===== src/rtl/pipe_ctrl_if.sv =====
// Control bundle between the hazard/sequencing controller and the pipeline.
// The master side is the controller; the slave side is the pipeline datapath.
interface pipe_ctrl_if;
  logic [4:0]  rd_addr1;
  logic [4:0]  rd_addr2;
  logic        rd_reg1_flag;
  logic        rd_reg2_flag;
  logic        ex_is_load;
  logic        ex_wr_reg_en;
  logic [4:0]  ex_wr_reg_addr;
  logic        jump_flag;
  logic [31:0] jump_addr;
  logic        md_req;
  logic        md_done;

  logic        stall_pc;
  logic        stall_de;
  logic        stall_ex;
  logic        flush_de;
  logic        flush_ex;
  logic        flush_mem;
  logic        pc_redirect;
  logic [31:0] redirect_pc;
  logic        md_start;
  logic        md_abort;
  logic        md_timeout;
  logic [31:0] stall_cnt;

  modport master (
    input  rd_addr1, rd_addr2, rd_reg1_flag, rd_reg2_flag,
    input  ex_is_load, ex_wr_reg_en, ex_wr_reg_addr,
    input  jump_flag, jump_addr, md_req, md_done,
    output stall_pc, stall_de, stall_ex, flush_de, flush_ex, flush_mem,
    output pc_redirect, redirect_pc, md_start, md_abort, md_timeout, stall_cnt
  );

  modport slave (
    output rd_addr1, rd_addr2, rd_reg1_flag, rd_reg2_flag,
    output ex_is_load, ex_wr_reg_en, ex_wr_reg_addr,
    output jump_flag, jump_addr, md_req, md_done,
    input  stall_pc, stall_de, stall_ex, flush_de, flush_ex, flush_mem,
    input  pc_redirect, redirect_pc, md_start, md_abort, md_timeout, stall_cnt
  );
endinterface


===== src/rtl/pipe_ctrl.sv =====
// Pipeline hazard and sequencing controller: load-use stalls, fetch redirect,
// mul/div sequencing with timeout abort, and a saturating stall-cycle counter.
module pipe_ctrl #(
  parameter int MD_MAX_CYCLES = 64
) (
  input  logic        clk,
  input  logic        rst,
  pipe_ctrl_if.master bus
);

  localparam int CW = $clog2(MD_MAX_CYCLES);
  localparam logic [CW-1:0] CNT_LAST = CW'(MD_MAX_CYCLES - 1);

  localparam logic [0:0] IDLE    = 1'b0;
  localparam logic [0:0] MD_BUSY = 1'b1;

  logic [0:0]    state;
  logic [0:0]    state_nxt;
  logic [CW-1:0] busy_cnt;
  logic [CW-1:0] busy_cnt_nxt;
  logic          timeout_r;
  logic          timeout_set;
  logic [31:0]   stall_cnt_r;
  logic          hz;

  // x0 is never a real dependency, so a load targeting it cannot hazard.
  assign hz = bus.ex_is_load && bus.ex_wr_reg_en && (bus.ex_wr_reg_addr != 5'd0) &&
              ((bus.rd_reg1_flag && (bus.rd_addr1 == bus.ex_wr_reg_addr)) ||
               (bus.rd_reg2_flag && (bus.rd_addr2 == bus.ex_wr_reg_addr)));

  always_comb begin
    bus.stall_pc    = 1'b0;
    bus.stall_de    = 1'b0;
    bus.stall_ex    = 1'b0;
    bus.flush_de    = 1'b0;
    bus.flush_ex    = 1'b0;
    bus.flush_mem   = 1'b0;
    bus.pc_redirect = 1'b0;
    bus.redirect_pc = 32'd0;
    bus.md_start    = 1'b0;
    bus.md_abort    = 1'b0;
    state_nxt       = state;
    busy_cnt_nxt    = busy_cnt;
    timeout_set     = 1'b0;

    if (!rst) begin
      case (state)
        IDLE: begin
          if (bus.md_req) begin
            bus.md_start  = 1'b1;
            bus.stall_pc  = 1'b1;
            bus.stall_de  = 1'b1;
            bus.stall_ex  = 1'b1;
            bus.flush_mem = 1'b1;
            state_nxt     = MD_BUSY;
            busy_cnt_nxt  = CW'(1);
          end else if (bus.jump_flag) begin
            // The hazarding instruction is on the wrong path, so no stall.
            bus.pc_redirect = 1'b1;
            bus.redirect_pc = bus.jump_addr;
            bus.flush_de    = 1'b1;
            bus.flush_ex    = 1'b1;
          end else if (hz) begin
            bus.stall_pc = 1'b1;
            bus.stall_de = 1'b1;
            bus.flush_ex = 1'b1;
          end
        end
        MD_BUSY: begin
          if (bus.md_done) begin
            state_nxt    = IDLE;
            busy_cnt_nxt = '0;
          end else if (busy_cnt == CNT_LAST) begin
            bus.md_abort  = 1'b1;
            bus.flush_mem = 1'b1;
            timeout_set   = 1'b1;
            state_nxt     = IDLE;
            busy_cnt_nxt  = '0;
          end else begin
            bus.stall_pc  = 1'b1;
            bus.stall_de  = 1'b1;
            bus.stall_ex  = 1'b1;
            bus.flush_mem = 1'b1;
            busy_cnt_nxt  = busy_cnt + CW'(1);
          end
        end
        default: begin
          state_nxt    = IDLE;
          busy_cnt_nxt = '0;
        end
      endcase
    end
  end

  // Timeout flag is sticky until reset; the stall counter saturates at all-ones.
  always_ff @(posedge clk) begin
    if (rst) begin
      state       <= IDLE;
      busy_cnt    <= '0;
      timeout_r   <= 1'b0;
      stall_cnt_r <= 32'd0;
    end else begin
      state    <= state_nxt;
      busy_cnt <= busy_cnt_nxt;
      if (timeout_set)
        timeout_r <= 1'b1;
      if (bus.stall_pc && (stall_cnt_r != 32'hFFFF_FFFF))
        stall_cnt_r <= stall_cnt_r + 32'd1;
    end
  end

  assign bus.md_timeout = timeout_r;
  assign bus.stall_cnt  = stall_cnt_r;

endmodule


===== src/flat_wrapper.sv =====
// flat-port wrapper written by rule: the top's interface ports become plain ports
module pipe_ctrl_flat 
#(
  parameter int MD_MAX_CYCLES = 64
)
  (clk, rst, bus_rd_addr1, bus_rd_addr2, bus_rd_reg1_flag, bus_rd_reg2_flag, bus_ex_is_load, bus_ex_wr_reg_en, bus_ex_wr_reg_addr, bus_jump_flag, bus_jump_addr, bus_md_req, bus_md_done, bus_stall_pc, bus_stall_de, bus_stall_ex, bus_flush_de, bus_flush_ex, bus_flush_mem, bus_pc_redirect, bus_redirect_pc, bus_md_start, bus_md_abort, bus_md_timeout, bus_stall_cnt);
  pipe_ctrl_if bus_i ();
  input  logic clk;
  input  logic rst;
  input wire logic [$bits(bus_i.rd_addr1)-1:0] bus_rd_addr1;
  input wire logic [$bits(bus_i.rd_addr2)-1:0] bus_rd_addr2;
  input wire logic [$bits(bus_i.rd_reg1_flag)-1:0] bus_rd_reg1_flag;
  input wire logic [$bits(bus_i.rd_reg2_flag)-1:0] bus_rd_reg2_flag;
  input wire logic [$bits(bus_i.ex_is_load)-1:0] bus_ex_is_load;
  input wire logic [$bits(bus_i.ex_wr_reg_en)-1:0] bus_ex_wr_reg_en;
  input wire logic [$bits(bus_i.ex_wr_reg_addr)-1:0] bus_ex_wr_reg_addr;
  input wire logic [$bits(bus_i.jump_flag)-1:0] bus_jump_flag;
  input wire logic [$bits(bus_i.jump_addr)-1:0] bus_jump_addr;
  input wire logic [$bits(bus_i.md_req)-1:0] bus_md_req;
  input wire logic [$bits(bus_i.md_done)-1:0] bus_md_done;
  output wire logic [$bits(bus_i.stall_pc)-1:0] bus_stall_pc;
  output wire logic [$bits(bus_i.stall_de)-1:0] bus_stall_de;
  output wire logic [$bits(bus_i.stall_ex)-1:0] bus_stall_ex;
  output wire logic [$bits(bus_i.flush_de)-1:0] bus_flush_de;
  output wire logic [$bits(bus_i.flush_ex)-1:0] bus_flush_ex;
  output wire logic [$bits(bus_i.flush_mem)-1:0] bus_flush_mem;
  output wire logic [$bits(bus_i.pc_redirect)-1:0] bus_pc_redirect;
  output wire logic [$bits(bus_i.redirect_pc)-1:0] bus_redirect_pc;
  output wire logic [$bits(bus_i.md_start)-1:0] bus_md_start;
  output wire logic [$bits(bus_i.md_abort)-1:0] bus_md_abort;
  output wire logic [$bits(bus_i.md_timeout)-1:0] bus_md_timeout;
  output wire logic [$bits(bus_i.stall_cnt)-1:0] bus_stall_cnt;
  assign bus_i.rd_addr1 = bus_rd_addr1;
  assign bus_i.rd_addr2 = bus_rd_addr2;
  assign bus_i.rd_reg1_flag = bus_rd_reg1_flag;
  assign bus_i.rd_reg2_flag = bus_rd_reg2_flag;
  assign bus_i.ex_is_load = bus_ex_is_load;
  assign bus_i.ex_wr_reg_en = bus_ex_wr_reg_en;
  assign bus_i.ex_wr_reg_addr = bus_ex_wr_reg_addr;
  assign bus_i.jump_flag = bus_jump_flag;
  assign bus_i.jump_addr = bus_jump_addr;
  assign bus_i.md_req = bus_md_req;
  assign bus_i.md_done = bus_md_done;
  assign bus_stall_pc = bus_i.stall_pc;
  assign bus_stall_de = bus_i.stall_de;
  assign bus_stall_ex = bus_i.stall_ex;
  assign bus_flush_de = bus_i.flush_de;
  assign bus_flush_ex = bus_i.flush_ex;
  assign bus_flush_mem = bus_i.flush_mem;
  assign bus_pc_redirect = bus_i.pc_redirect;
  assign bus_redirect_pc = bus_i.redirect_pc;
  assign bus_md_start = bus_i.md_start;
  assign bus_md_abort = bus_i.md_abort;
  assign bus_md_timeout = bus_i.md_timeout;
  assign bus_stall_cnt = bus_i.stall_cnt;
  pipe_ctrl #(.MD_MAX_CYCLES(MD_MAX_CYCLES)) u_core (.clk(clk), .rst(rst), .bus(bus_i));
endmodule

===== config.mk =====
export PLATFORM = sky130hd
export DESIGN_NAME = pipe_ctrl_flat
export DESIGN_NICKNAME = d
export VERILOG_FILES = /design/src/rtl/pipe_ctrl_if.sv /design/src/rtl/pipe_ctrl.sv /design/src/flat_wrapper.sv
export SDC_FILE = /design/constraint.sdc
export NUM_CORES = 1
export LEC_CHECK = 0
export CORE_AREA = 2 2 85 87
export CTS_CLUSTER_DIAMETER = 50
export DETAILED_ROUTE_END_ITERATION = 6
export DIE_AREA = 0 0 87 89
export PLACE_DENSITY = 0.79
export SLEW_MARGIN = 25
export SYNTH_ARGS = -nofsm -noshare
export SYNTH_HDL_FRONTEND = slang
export SYNTH_SLANG_ARGS = --single-unit

===== constraint.sdc =====
create_clock -name clk -period 2.4 [get_ports clk]
set_clock_uncertainty 0.1 [all_clocks]
set_input_delay 0.36 -clock clk [delete_from_list [all_inputs] [get_ports clk]]
set_output_delay 0.36 -clock clk [all_outputs]
set_load 0.1 [all_outputs]

==> flow_metrics.env <==
export IMPL_grt_overflow_total=0
export IMPL_critical_path_startpoint_type="primary input"
export IMPL_diodes=0
export IMPL_synth_area_sq_um=2720
export IMPL_status="complete, no violations"
export IMPL_slew_headroom_pct=68.6
export IMPL_crit_chain="clkdlybuf4s50_1, xnor2_1, nand4_1, o22ai_2, buf_6, a21oi_4, buf_12, buf_6, buf_4, or4_4, a21oi_2"
export IMPL_synth_edf_count=0
export IMPL_root_buffer="clkbuf_8"
export IMPL_slowest_delay_ns=0.49
export IMPL_rsz0062_at_grt="yes"
export IMPL_cts_tree="done"
export IMPL_synth_cell_type_count=56
export IMPL_io_pins=130
export IMPL_gp_congestion=0.824
export IMPL_crit_family="buffers and inverters"
export IMPL_critPathBufInv=5
export IMPL_max_freq_mhz=423
export IMPL_r2r_cells=10
export IMPL_drt_total_wl_um=9930
export IMPL_core_sq_um=6720
export IMPL_insertion_delay_ns=0.29
export IMPL_endpoint_kind="flop"
export IMPL_yosysTopAreaCell="dfxtp_1"
export IMPL_crit_required_ns=2.52
export IMPL_total_power_mw=1.69
export IMPL_drv_cap=0
export IMPL_rrSetupSlack_ns=0.04
export IMPL_slew_violations=0
export IMPL_pwr_density_cell_nw_per_um2=341
export IMPL_fin_util_pct=73.9
export IMPL_seq_area_frac_synth_pct=29.5
export IMPL_grt_usage_pct=25.3
export IMPL_fin_nets=543
export IMPL_vias_per_cell=5.62
export IMPL_cp_slowest_cell="clkdlybuf4s50_1"
export IMPL_startpoint="bus_rd_addr2[2]"
export IMPL_peakVddDrop_mv=0.314
export IMPL_rows=30
export IMPL_synth_seq_cells=40
export IMPL_die_area_sq_um=7740
export IMPL_ys_top_cells_by_area="dfxtp_1 29%, and3_1 8.7%, mux2_1 3.7%"
export IMPL_postRouteAntennaNets=0
export IMPL_hpwl_um=7450
export IMPL_finalSetupTns_ns=0
export IMPL_dr_pass1_iters=5
export IMPL_path_clk_slew_ns=0.08
export IMPL_drive_above_1_share_pct=45.6
export IMPL_ys_warnings_count=0
export IMPL_num_fill_cells=469
export IMPL_cp_arrival_ns=2.48
export IMPL_finalHoldViolCount=0
export IMPL_htreeDepth=2
export IMPL_areaGrowthSynthToFinish_pct=82.7
export IMPL_syn_avg_cell_area_sq_um=8.29
export IMPL_drt_iter0_drc=148
export IMPL_worstMarginPinSlew_ns=0.467
export IMPL_synth_top_area_share_pct=29.5
export IMPL_io_buffers=129
export IMPL_grt_max_degree=46
export IMPL_holdCritStartpoint="u_core.bus.md_timeout"
export IMPL_placed_area_sq_um=4720
export IMPL_vias=3177
export IMPL_hold_depth=1
export IMPL_setup_viol=0
export IMPL_syn_nets=386
export IMPL_holdPathEnd="u_core.bus.md_timeout"
export IMPL_period_minus_slack_ns=2.36
export IMPL_worst_path_most_repeated_cell="buf_6"
export IMPL_syn_instance_count=328
export IMPL_wl_per_cell_um=17.6
export IMPL_crit_path_max_fanout=10
export IMPL_clkSinkCount=40
export IMPL_hp_class="flop to flop"
export IMPL_fin_area_sq_um=4970
export IMPL_dieWidth_um=87
export IMPL_die_h_um=89
export IMPL_grt_pass1_vias=3191
export IMPL_grt_antenna_before_repair=1
export IMPL_clock_path_buffers=2
export IMPL_cts_buffers=5
export IMPL_grt_pass1_wl_um=15500
export IMPL_r2r_end="u_core.bus.stall_cnt[10]"
export IMPL_drc=0
export IMPL_post_route_period_util_pct=98.5
export IMPL_start_util_pct=40.5
export IMPL_path_class="primary input to flop"
export IMPL_synth_ff_type="dfxtp_1"
export IMPL_p_leak_nw=2.01
export IMPL_synthArstFlopShare_pct=0
export IMPL_r2r_start="u_core.busy_cnt[1]"
[cells in the mapped netlist, types with 4 or more instances]
library cell	count
dfxtp_1	40
and3_1	38
nor2_1	24
a21oi_1	19
nand2_1	18
nand4_1	15
o21ai_0	15
clkbuf_1	11
nand3_1	11
nor2b_1	11
or3_1	11
xnor2_1	11
mux2_1	9
nor4_1	9
inv_1	8
o31ai_1	5
and4_1	4
buf_4	4
buf_6	4
o41ai_1	4
[layer usage]
layer	vias up	share of wire, %	global-route usage (%)
met5	-	0.12	0
met4	2	2.9	9.09
met3	28	8.1	7.39
met2	136	51	47.5
met1	1486	38	26.9
li1	1525	-	-
[final cells by class]
| cell class | count | area [sq um] | share of cell area (%) |
|---|---|---|---|
| clock inverter | 1 | 5.00 | 0.101 |
| sequential | 40 | 837 | 16.8 |
| clock buffer | 6 | 72.6 | 1.46 |
| timing repair buffer | 175 | 2000 | 40.2 |
| tap | 80 | 100 | 2.01 |
| inverter | 10 | 57.6 | 1.16 |
| multi-input combinational | 253 | 1900 | 38.3 |
[sequential cells by signal, summed over array words and instances, names as in the netlist]
name	cells
u_core.state	1
u_core.busy_cnt	6
u_core.bus.md_timeout	1
u_core.bus.stall_cnt	32
[cell families (layout without fill, tap and decap cells)]
group           after synthesis  count (layout)  share of synthesized area, %
simple gates                165             165                          36.8
compound gates               63              63                          17.6
flops                        40              40                          29.5
buf+inv                      35             192                          6.76
mux                          12              12                          4.92
xor+xnor                     11              11                          3.54
fa+ha+maj                     2               2                         0.920
[cells in the final DEF (no fill, tap or decap), drive strengths merged, types with 12 or more instances in the layout]
cell           instances
nor2b                 12
buf                  122
nand3                 13
nand4                 16
nand2                 18
o21ai                 18
clkdlybuf4s50         45
and3                  38
dfxtp                 40
nor2                  24
a21oi                 22
[report_power, final]
group / internal (mW) / switching (mW) / total, mW
clock network: 0.198 / 0.235 / 0.433
registers: 0.667 / 0.00734 / 0.674
logic: 0.260 / 0.327 / 0.587
total: 1.12 / 0.569 / 1.69
[worst reg2reg max path, cell delays in order (launching register included)]
cell and delay [ns]:
dfxtp_4 0.36, ha_4 0.16, nand2_2 0.10, nor2b_4 0.06
a2111oi_4 0.39, a21oi_4 0.10, buf_12 0.15, buf_6 0.14
buf_4 0.17, or4_4 0.41, a21oi_2 0.14
[timing repair]
action,in CTS,in global routing
hold endpoints to repair,0,0
pin swaps,9,6
setup endpoints to repair,10,14
setup buffers,9,2
gates resized for setup,27,20
hold buffers,0,0
[worst max-delay path by stage]
stage / end / slack (ns) / depth (start not counted)
floorplan: u_core.bus.stall_cnt[13] / -0.38 / 9
global placement: u_core.bus.stall_cnt[10] / -0.27 / 9
detailed placement: u_core.bus.stall_cnt[6] / -0.33 / 10
CTS: bus_stall_pc / 0.005 / 8
global route: u_core.bus.stall_cnt[10] / -0.04 / 11
finish: u_core.bus.stall_cnt[10] / 0.04 / 11
[per-stage QoR]
stage                     cells  hold WS (ns)  worst slack [ns]
after floorplan             328         0.360            -0.382
after global placement      547         0.340            -0.269
after detailed placement    547         0.341            -0.327
after CTS                   563         0.359           0.00462
after global routing        565         0.402           -0.0405
final                       565         0.355            0.0366
(Power assumes the default switching activity.)
